**src/rtl/ervp_apb_initiator_if.sv**
```systemverilog
`default_nettype none
// ============================================================================
//  Module      : ervp_apb_initiator_if
//  Description : Request/response stream and APB bus bundle for the
//                single-outstanding APB initiator.
//  Revision    : 1.0  initial release
// ============================================================================
interface ervp_apb_initiator_if #(
    parameter int BW_ADDR = 12,
    parameter int BW_DATA = 32
);
    // Request stream
    logic               req_valid;
    logic               req_ready;
    logic               req_write;
    logic [BW_ADDR-1:0] req_addr;
    logic [BW_DATA-1:0] req_wdata;

    // Response stream
    logic               rsp_valid;
    logic               rsp_ready;
    logic [BW_DATA-1:0] rsp_rdata;
    logic               rsp_error;
    logic               rsp_timeout;
    logic               busy;

    // APB link
    logic               apb_psel;
    logic               apb_penable;
    logic               apb_pwrite;
    logic [BW_ADDR-1:0] apb_paddr;
    logic [BW_DATA-1:0] apb_pwdata;
    logic [BW_DATA-1:0] apb_prdata;
    logic               apb_pready;
    logic               apb_pslverr;

    // Initiator view: accepts requests, issues APB transfers, returns responses
    modport master (
        input  req_valid, req_write, req_addr, req_wdata,
        input  rsp_ready,
        input  apb_prdata, apb_pready, apb_pslverr,
        output req_ready,
        output rsp_valid, rsp_rdata, rsp_error, rsp_timeout, busy,
        output apb_psel, apb_penable, apb_pwrite, apb_paddr, apb_pwdata
    );

    // Environment view: request source, response sink and APB completer
    modport slave (
        output req_valid, req_write, req_addr, req_wdata,
        output rsp_ready,
        output apb_prdata, apb_pready, apb_pslverr,
        input  req_ready,
        input  rsp_valid, rsp_rdata, rsp_error, rsp_timeout, busy,
        input  apb_psel, apb_penable, apb_pwrite, apb_paddr, apb_pwdata
    );
endinterface
`default_nettype wire

```
**src/rtl/ervp_apb_initiator.sv**
```systemverilog
`default_nettype none
// ============================================================================
//  Module      : ervp_apb_initiator
//  Description : Single-outstanding APB initiator. Turns a valid/ready
//                request stream into APB SETUP/ACCESS phases and returns a
//                valid/ready response with read data, slave error and
//                ACCESS-phase timeout status.
//  Revision    : 1.0  initial release
// ============================================================================
module ervp_apb_initiator #(
    parameter int BW_ADDR        = 12,
    parameter int BW_DATA        = 32,
    parameter int TIMEOUT_CYCLES = 255
) (
    input  logic                  clk,
    input  logic                  rst,
    ervp_apb_initiator_if.master  bus
);

    typedef enum logic [1:0] {
        ST_IDLE   = 2'd0,
        ST_SETUP  = 2'd1,
        ST_ACCESS = 2'd2,
        ST_RESP   = 2'd3
    } state_t;

    // Timeout fires when the counter reaches TIMEOUT_CYCLES-1 with pready low,
    // so ACCESS lasts exactly TIMEOUT_CYCLES cycles. Zero disables it.
    localparam bit          C_TO_EN   = (TIMEOUT_CYCLES != 0);
    localparam logic [15:0] C_TO_LAST = 16'(TIMEOUT_CYCLES - 1);

    state_t               state_q;
    state_t               state_d;
    logic [15:0]          cnt_q;
    logic                 pwrite_q;
    logic [BW_ADDR-1:0]   paddr_q;
    logic [BW_DATA-1:0]   pwdata_q;
    logic [BW_DATA-1:0]   rdata_q;
    logic                 error_q;
    logic                 timeout_q;

    logic                 w_req_fire;
    logic                 w_access_done;
    logic                 w_access_to;

    assign w_req_fire    = (state_q == ST_IDLE) && bus.req_valid;
    assign w_access_done = (state_q == ST_ACCESS) && bus.apb_pready;
    // pready has priority over a coinciding timeout
    assign w_access_to   = (state_q == ST_ACCESS) && !bus.apb_pready &&
                           C_TO_EN && (cnt_q == C_TO_LAST);

    // State register; reset forces IDLE so all decoded APB strobes drop at once
    always_ff @(posedge clk or posedge rst) begin
        if (rst) begin
            state_q <= ST_IDLE;
        end else begin
            state_q <= state_d;
        end
    end

    // Next-state decode
    always_comb begin
        state_d = state_q;
        case (state_q)
            ST_IDLE:   if (w_req_fire) state_d = ST_SETUP;
            ST_SETUP:  state_d = ST_ACCESS;
            ST_ACCESS: if (w_access_done || w_access_to) state_d = ST_RESP;
            ST_RESP:   if (bus.rsp_ready) state_d = ST_IDLE;
            default:   state_d = ST_IDLE;
        endcase
    end

    // ACCESS wait counter: cleared in SETUP, counts pready-low ACCESS cycles
    always_ff @(posedge clk or posedge rst) begin
        if (rst) begin
            cnt_q <= 16'd0;
        end else if (state_q == ST_SETUP) begin
            cnt_q <= 16'd0;
        end else if ((state_q == ST_ACCESS) && !bus.apb_pready) begin
            cnt_q <= cnt_q + 16'd1;
        end
    end

    // APB address/control/data latched on acceptance and held until the next one
    always_ff @(posedge clk or posedge rst) begin
        if (rst) begin
            pwrite_q <= 1'b0;
            paddr_q  <= '0;
            pwdata_q <= '0;
        end else if (w_req_fire) begin
            pwrite_q <= bus.req_write;
            paddr_q  <= bus.req_addr;
            pwdata_q <= bus.req_wdata;
        end
    end

    // Response capture at the end of ACCESS; held stable through RESP
    always_ff @(posedge clk or posedge rst) begin
        if (rst) begin
            rdata_q   <= '0;
            error_q   <= 1'b0;
            timeout_q <= 1'b0;
        end else if (w_access_done) begin
            rdata_q   <= pwrite_q ? '0 : bus.apb_prdata;
            error_q   <= bus.apb_pslverr;
            timeout_q <= 1'b0;
        end else if (w_access_to) begin
            rdata_q   <= '0;
            error_q   <= 1'b1;
            timeout_q <= 1'b1;
        end
    end

    // Handshake and APB strobes are pure state decodes
    assign bus.req_ready   = (state_q == ST_IDLE);
    assign bus.busy        = (state_q != ST_IDLE);
    assign bus.apb_psel    = (state_q == ST_SETUP) || (state_q == ST_ACCESS);
    assign bus.apb_penable = (state_q == ST_ACCESS);
    assign bus.rsp_valid   = (state_q == ST_RESP);

    assign bus.apb_pwrite  = pwrite_q;
    assign bus.apb_paddr   = paddr_q;
    assign bus.apb_pwdata  = pwdata_q;
    assign bus.rsp_rdata   = rdata_q;
    assign bus.rsp_error   = error_q;
    assign bus.rsp_timeout = timeout_q;

endmodule
`default_nettype wire

```
**src/flat_wrapper.sv**
```systemverilog
// flat-port wrapper written by rule: the top's interface ports become plain ports
module ervp_apb_initiator_flat 
#(
    parameter int BW_ADDR        = 12,
    parameter int BW_DATA        = 32,
    parameter int TIMEOUT_CYCLES = 255
)
  (clk, rst, bus_req_valid, bus_req_write, bus_req_addr, bus_req_wdata, bus_rsp_ready, bus_apb_prdata, bus_apb_pready, bus_apb_pslverr, bus_req_ready, bus_rsp_valid, bus_rsp_rdata, bus_rsp_error, bus_rsp_timeout, bus_busy, bus_apb_psel, bus_apb_penable, bus_apb_pwrite, bus_apb_paddr, bus_apb_pwdata);
  ervp_apb_initiator_if #(.BW_ADDR(BW_ADDR), .BW_DATA(BW_DATA)) bus_i ();
  input  logic clk;
  input  logic rst;
  input wire logic [$bits(bus_i.req_valid)-1:0] bus_req_valid;
  input wire logic [$bits(bus_i.req_write)-1:0] bus_req_write;
  input wire logic [$bits(bus_i.req_addr)-1:0] bus_req_addr;
  input wire logic [$bits(bus_i.req_wdata)-1:0] bus_req_wdata;
  input wire logic [$bits(bus_i.rsp_ready)-1:0] bus_rsp_ready;
  input wire logic [$bits(bus_i.apb_prdata)-1:0] bus_apb_prdata;
  input wire logic [$bits(bus_i.apb_pready)-1:0] bus_apb_pready;
  input wire logic [$bits(bus_i.apb_pslverr)-1:0] bus_apb_pslverr;
  output wire logic [$bits(bus_i.req_ready)-1:0] bus_req_ready;
  output wire logic [$bits(bus_i.rsp_valid)-1:0] bus_rsp_valid;
  output wire logic [$bits(bus_i.rsp_rdata)-1:0] bus_rsp_rdata;
  output wire logic [$bits(bus_i.rsp_error)-1:0] bus_rsp_error;
  output wire logic [$bits(bus_i.rsp_timeout)-1:0] bus_rsp_timeout;
  output wire logic [$bits(bus_i.busy)-1:0] bus_busy;
  output wire logic [$bits(bus_i.apb_psel)-1:0] bus_apb_psel;
  output wire logic [$bits(bus_i.apb_penable)-1:0] bus_apb_penable;
  output wire logic [$bits(bus_i.apb_pwrite)-1:0] bus_apb_pwrite;
  output wire logic [$bits(bus_i.apb_paddr)-1:0] bus_apb_paddr;
  output wire logic [$bits(bus_i.apb_pwdata)-1:0] bus_apb_pwdata;
  assign bus_i.req_valid = bus_req_valid;
  assign bus_i.req_write = bus_req_write;
  assign bus_i.req_addr = bus_req_addr;
  assign bus_i.req_wdata = bus_req_wdata;
  assign bus_i.rsp_ready = bus_rsp_ready;
  assign bus_i.apb_prdata = bus_apb_prdata;
  assign bus_i.apb_pready = bus_apb_pready;
  assign bus_i.apb_pslverr = bus_apb_pslverr;
  assign bus_req_ready = bus_i.req_ready;
  assign bus_rsp_valid = bus_i.rsp_valid;
  assign bus_rsp_rdata = bus_i.rsp_rdata;
  assign bus_rsp_error = bus_i.rsp_error;
  assign bus_rsp_timeout = bus_i.rsp_timeout;
  assign bus_busy = bus_i.busy;
  assign bus_apb_psel = bus_i.apb_psel;
  assign bus_apb_penable = bus_i.apb_penable;
  assign bus_apb_pwrite = bus_i.apb_pwrite;
  assign bus_apb_paddr = bus_i.apb_paddr;
  assign bus_apb_pwdata = bus_i.apb_pwdata;
  ervp_apb_initiator #(.BW_ADDR(BW_ADDR), .BW_DATA(BW_DATA), .TIMEOUT_CYCLES(TIMEOUT_CYCLES)) u_core (.clk(clk), .rst(rst), .bus(bus_i));
endmodule
```
**config.mk**
```make
export PLATFORM = sky130hd
export DESIGN_NAME = ervp_apb_initiator_flat
export DESIGN_NICKNAME = d
export VERILOG_FILES = /design/src/rtl/ervp_apb_initiator_if.sv /design/src/rtl/ervp_apb_initiator.sv /design/src/flat_wrapper.sv
export SDC_FILE = /design/constraint.sdc
export NUM_CORES = 1
export LEC_CHECK = 0
export CAP_MARGIN = 15
export CORE_MARGIN = 1
export CORE_UTILIZATION = 38
export CTS_CLUSTER_DIAMETER = 80
export DETAILED_ROUTE_END_ITERATION = 10
export PLACE_DENSITY = 0.84
export SYNTH_ARGS = -nofsm -noshare
export SYNTH_HDL_FRONTEND = slang
export SYNTH_SLANG_ARGS = --single-unit
```
**constraint.sdc**
```tcl
create_clock -name clk -period 3.3 [get_ports clk]
set_clock_uncertainty 0.15 [all_clocks]
set_input_delay 0.495 -clock clk [delete_from_list [all_inputs] [get_ports clk]]
set_output_delay 0.495 -clock clk [all_outputs]
set_load 0.005 [all_outputs]
```
==> flow_summary_export.csv <==
group,metric,value,unit
critical_path,crit_start,"u_core.state_q[0]$_DFFE_PP0P_",
clocking,path_clk_slew,0.09,ns
sta,relSlewSlack,0.525,
sta,tightestPinTransition,0.712,ns
floorplan,die_w,104,um
detailed_routing,drtAntennaViolNets,0,
yosys,synthesis.area,3960,um^2
clocking,cts_tree,"done",
clocking,root_buffer,"clkbuf_8",
yosys,synth.most_common_cell,"dfrtp_1",
yosys,yosysTopAreaCell,"dfrtp_1",
yosys,synth_seq_area_share,0.612,
yosys,synth-edff-count,0,
layout,final_nets,552,
global_route,grt_overflow,0,
power_and_ir_drop,power_density,833,nW/um^2
sta,rsz0062_at_grt,"false",
critical_path,rr_worst_depth,6,
global_route,track_usage,0.189,
power_and_ir_drop,comb_power_share,0.431,
yosys,synth_nets,382,
yosys,synthFlopType,"dfrtp_1",
sta,fin_crit_sh,0.743,
floorplan,die_h,104,um
critical_path,crit_path_end_kind,"register",
detailed_routing,route.detailed.drc,0,
floorplan,initial_utilization,0.398,
run_status,status,"finished clean",
detailed_routing,vias_per_cell,5.03,
floorplan,rows,36,
clocking,h-tree-depth,3,
critical_path,cp_num_cells,6,
critical_path,critPathMaxFanout,8,
sta,timing.fmax,408,MHz
layout,syn_to_final_growth,51.8,%
floorplan,io-pin-count,167,
sta,final.setup.tns,0,ns
floorplan,die_area,10800,um^2
power_and_ir_drop,clockPowerShare,0.178,
yosys,synth_common_cells,"97 x dfrtp_1, 32 x a22o_1, 31 x mux2_2, 20 x nor2_1, 18 x mux2_1",
sta,final-setup-viol-count,0,
power_and_ir_drop,leakage,2.57,nW
global_route,grt_max_degree,59,
clocking,postCtsSetupBuffers,0,
layout,seq_area,2430,um^2
layout,multi_input_area,1440,um^2
layout,drive_gt1_frac,0.126,
place,place.port_buffers,166,
clocking,cts.sinks,97,
global_route,grt_pass1_wl,16.0,mm
power_and_ir_drop,switchingPower,1.41,mW
critical_path,slowest_delay,0.60,ns
global_route,antenna_found_initial,0,
clocking,numCtsBuffers,9,
sta,timing_hold_violations_final,0,
power_and_ir_drop,p_int,3.60,mW
power_and_ir_drop,switching_share,0.281,
yosys,postSynthAreaPerCell,13.5,um^2
critical_path,endpoint,"u_core.cnt_q[13]$_DFFE_PP0P_",
detailed_routing,vias,3019,
critical_path,critical_path_arrival,2.54,ns
global_route,grt_pass1_vias,3099,
yosys,syn_inst,293,
critical_path,worstPathCellList,"inv_1 -> ha_1 -> nand4b_1 -> nor4_1 -> nand3_1 -> mux2_1",
critical_path,cp_data_required_time,3.39,ns
power_and_ir_drop,ir_worst_vdd,0.000488,V
critical_path,worst-path-buf-inv,1,
yosys,synth_cell_type_count,36,
critical_path,cp-start-kind,"register",
critical_path,cp_top_family,"simple AND/OR/NAND/NOR gates",
detailed_routing,finalWirelength,9.70,mm
critical_path,crit_type,"reg -> reg",
worst_hold_path,min_path_type,"reg -> reg",
clocking,cts_max_path_buffers,2,
place,place.detailed.hpwl,7.12,mm
critical_path,rr_endpoint,"u_core.cnt_q[13]$_DFFE_PP0P_",
critical_path,r2r_start,"u_core.state_q[0]$_DFFE_PP0P_",
layout,fillers,806,
place,place_congestion,0.821,
clocking,cts_resized,0,
layout,antennaDiodeCount,0,
yosys,ys_warn_count,0,
detailed_routing,drtIter0Drc,134,
sta,period_minus_slack,2.45,ns
yosys,synth_top_area_share,0.612,
yosys,ys_async_sr_fraction,1.00,
sta,finalMaxSlewViolations,0,
critical_path,worst-r2r-setup-slack,0.85,ns
place,placed_area,5790,um^2
detailed_routing,drt-pass1-iter-count,4,
critical_path,crit_slowest_cell,"nor4_1",
detailed_routing,wire_per_inst,16.2,um
floorplan,core,9950,um^2
clocking,clk_latency,0.36,ns
job,cap_violations,0,
yosys,synth-seq-cells,97,
yosys,synth.area.top_cells,"dfrtp_1 61%, mux2_2 8.8%, a22o_1 7.1%",
clocking,cts_hold_buf,0,
power_and_ir_drop,seq_power_share,0.391,
layout,final_area,6020,um^2
worst min path at each step:
stage,cells after the start,slack [ns],to,from
finish,1,0.35,u_core.bus.apb_pwdata[7]$_DFFE_PP0P_,u_core.bus.apb_pwdata[7]$_DFFE_PP0P_
global route,1,0.35,u_core.bus.apb_pwdata[7]$_DFFE_PP0P_,u_core.bus.apb_pwdata[7]$_DFFE_PP0P_
CTS,2,0.35,u_core.bus.rsp_timeout$_DFFE_PP0P_,u_core.bus.rsp_timeout$_DFFE_PP0P_
detailed placement,2,0.32,u_core.bus.rsp_timeout$_DFFE_PP0P_,u_core.bus.rsp_timeout$_DFFE_PP0P_
global placement,2,0.31,u_core.bus.rsp_timeout$_DFFE_PP0P_,u_core.bus.rsp_timeout$_DFFE_PP0P_
floorplan,2,0.32,u_core.bus.rsp_timeout$_DFFE_PP0P_,u_core.bus.rsp_timeout$_DFFE_PP0P_
logic make-up (layout without fill, tap and decap cells):
family          Yosys count  count (layout)  synth area share
flops                    97              97             0.612
simple gates             70              70            0.0963
mux                      49              49             0.139
compound gates           41              41            0.0865
buf+inv                  20             194            0.0246
xor+xnor                 10              10            0.0221
fa+ha+maj                 6               6            0.0189
layer usage:
| metal | vias to the layer above | GRT usage | routed length (um) |
|---|---|---|---|
| li1 | 1390 | - | - |
| met1 | 1494 | 0.242 | 4100 |
| met2 | 118 | 0.305 | 4770 |
| met3 | 17 | 0.0445 | 623 |
| met4 | 0 | 0.0857 | 211 |
| met5 | - | 0 | 0 |
layout by cell type (no fill, tap or decap), types with 3 or more instances in the layout:
master / netlist / final
ha_1: 6 / 6
xnor2_1: 9 / 9
bufinv_16: 0 / 3
a21oi_1: 4 / 4
dfrtp_1: 97 / 97
nor4_1: 3 / 3
nor2b_1: 6 / 6
nand4_1: 4 / 4
mux2_2: 31 / 31
nor3_1: 6 / 6
buf_4: 0 / 5
nand2_1: 9 / 8
inv_1: 7 / 6
a22o_1: 32 / 32
clkdlybuf4s50_1: 0 / 166
clkbuf_8: 0 / 9
nor2_1: 20 / 19
mux2_1: 18 / 18
nand3_1: 6 / 6
flip-flops by register name, indices dropped and copies added (netlist names):
register,count
u_core.bus.apb_pwrite,1
u_core.bus.rsp_timeout,1
u_core.bus.apb_paddr,12
u_core.bus.rsp_error,1
u_core.state_q,2
u_core.bus.rsp_rdata,32
u_core.bus.apb_pwdata,32
u_core.cnt_q,16
power groups by stage:
| stage | clock, mW | sequential (mW) | combinational (mW) |
|---|---|---|---|
| after detailed placement | 0 | 1.98 | 2.18 |
| after CTS | 0.920 | 1.96 | 2.20 |
| after floorplan | 0 | 1.99 | 0.836 |
| final | 0.892 | 1.96 | 2.16 |
| after global placement | 0 | 1.95 | 2.13 |
| after global routing | 0.968 | 2.02 | 2.33 |
stage by stage:
step	hold WS, ns	setup slack, ns	util	power (mW)	std cells
floorplan	0.319	0.121	-	2.83	293
global placement	0.313	0.750	0.581	4.08	585
detailed placement	0.323	0.726	0.581	4.16	585
CTS	0.345	0.855	0.604	5.08	600
global route	0.354	0.623	0.604	5.32	600
finish	0.346	0.848	0.604	5.01	600
area by class of cell:
| class | instances | area share |
|---|---|---|
| Sequential cell | 97 | 0.403 |
| Clock buffer | 9 | 0.0206 |
| Timing Repair Buffer | 172 | 0.286 |
| Tap cell | 133 | 0.0277 |
| Inverter | 7 | 0.00478 |
| Multi-Input combinational cell | 176 | 0.240 |
| Clock inverter | 6 | 0.0179 |
(Power assumes the default switching activity.)
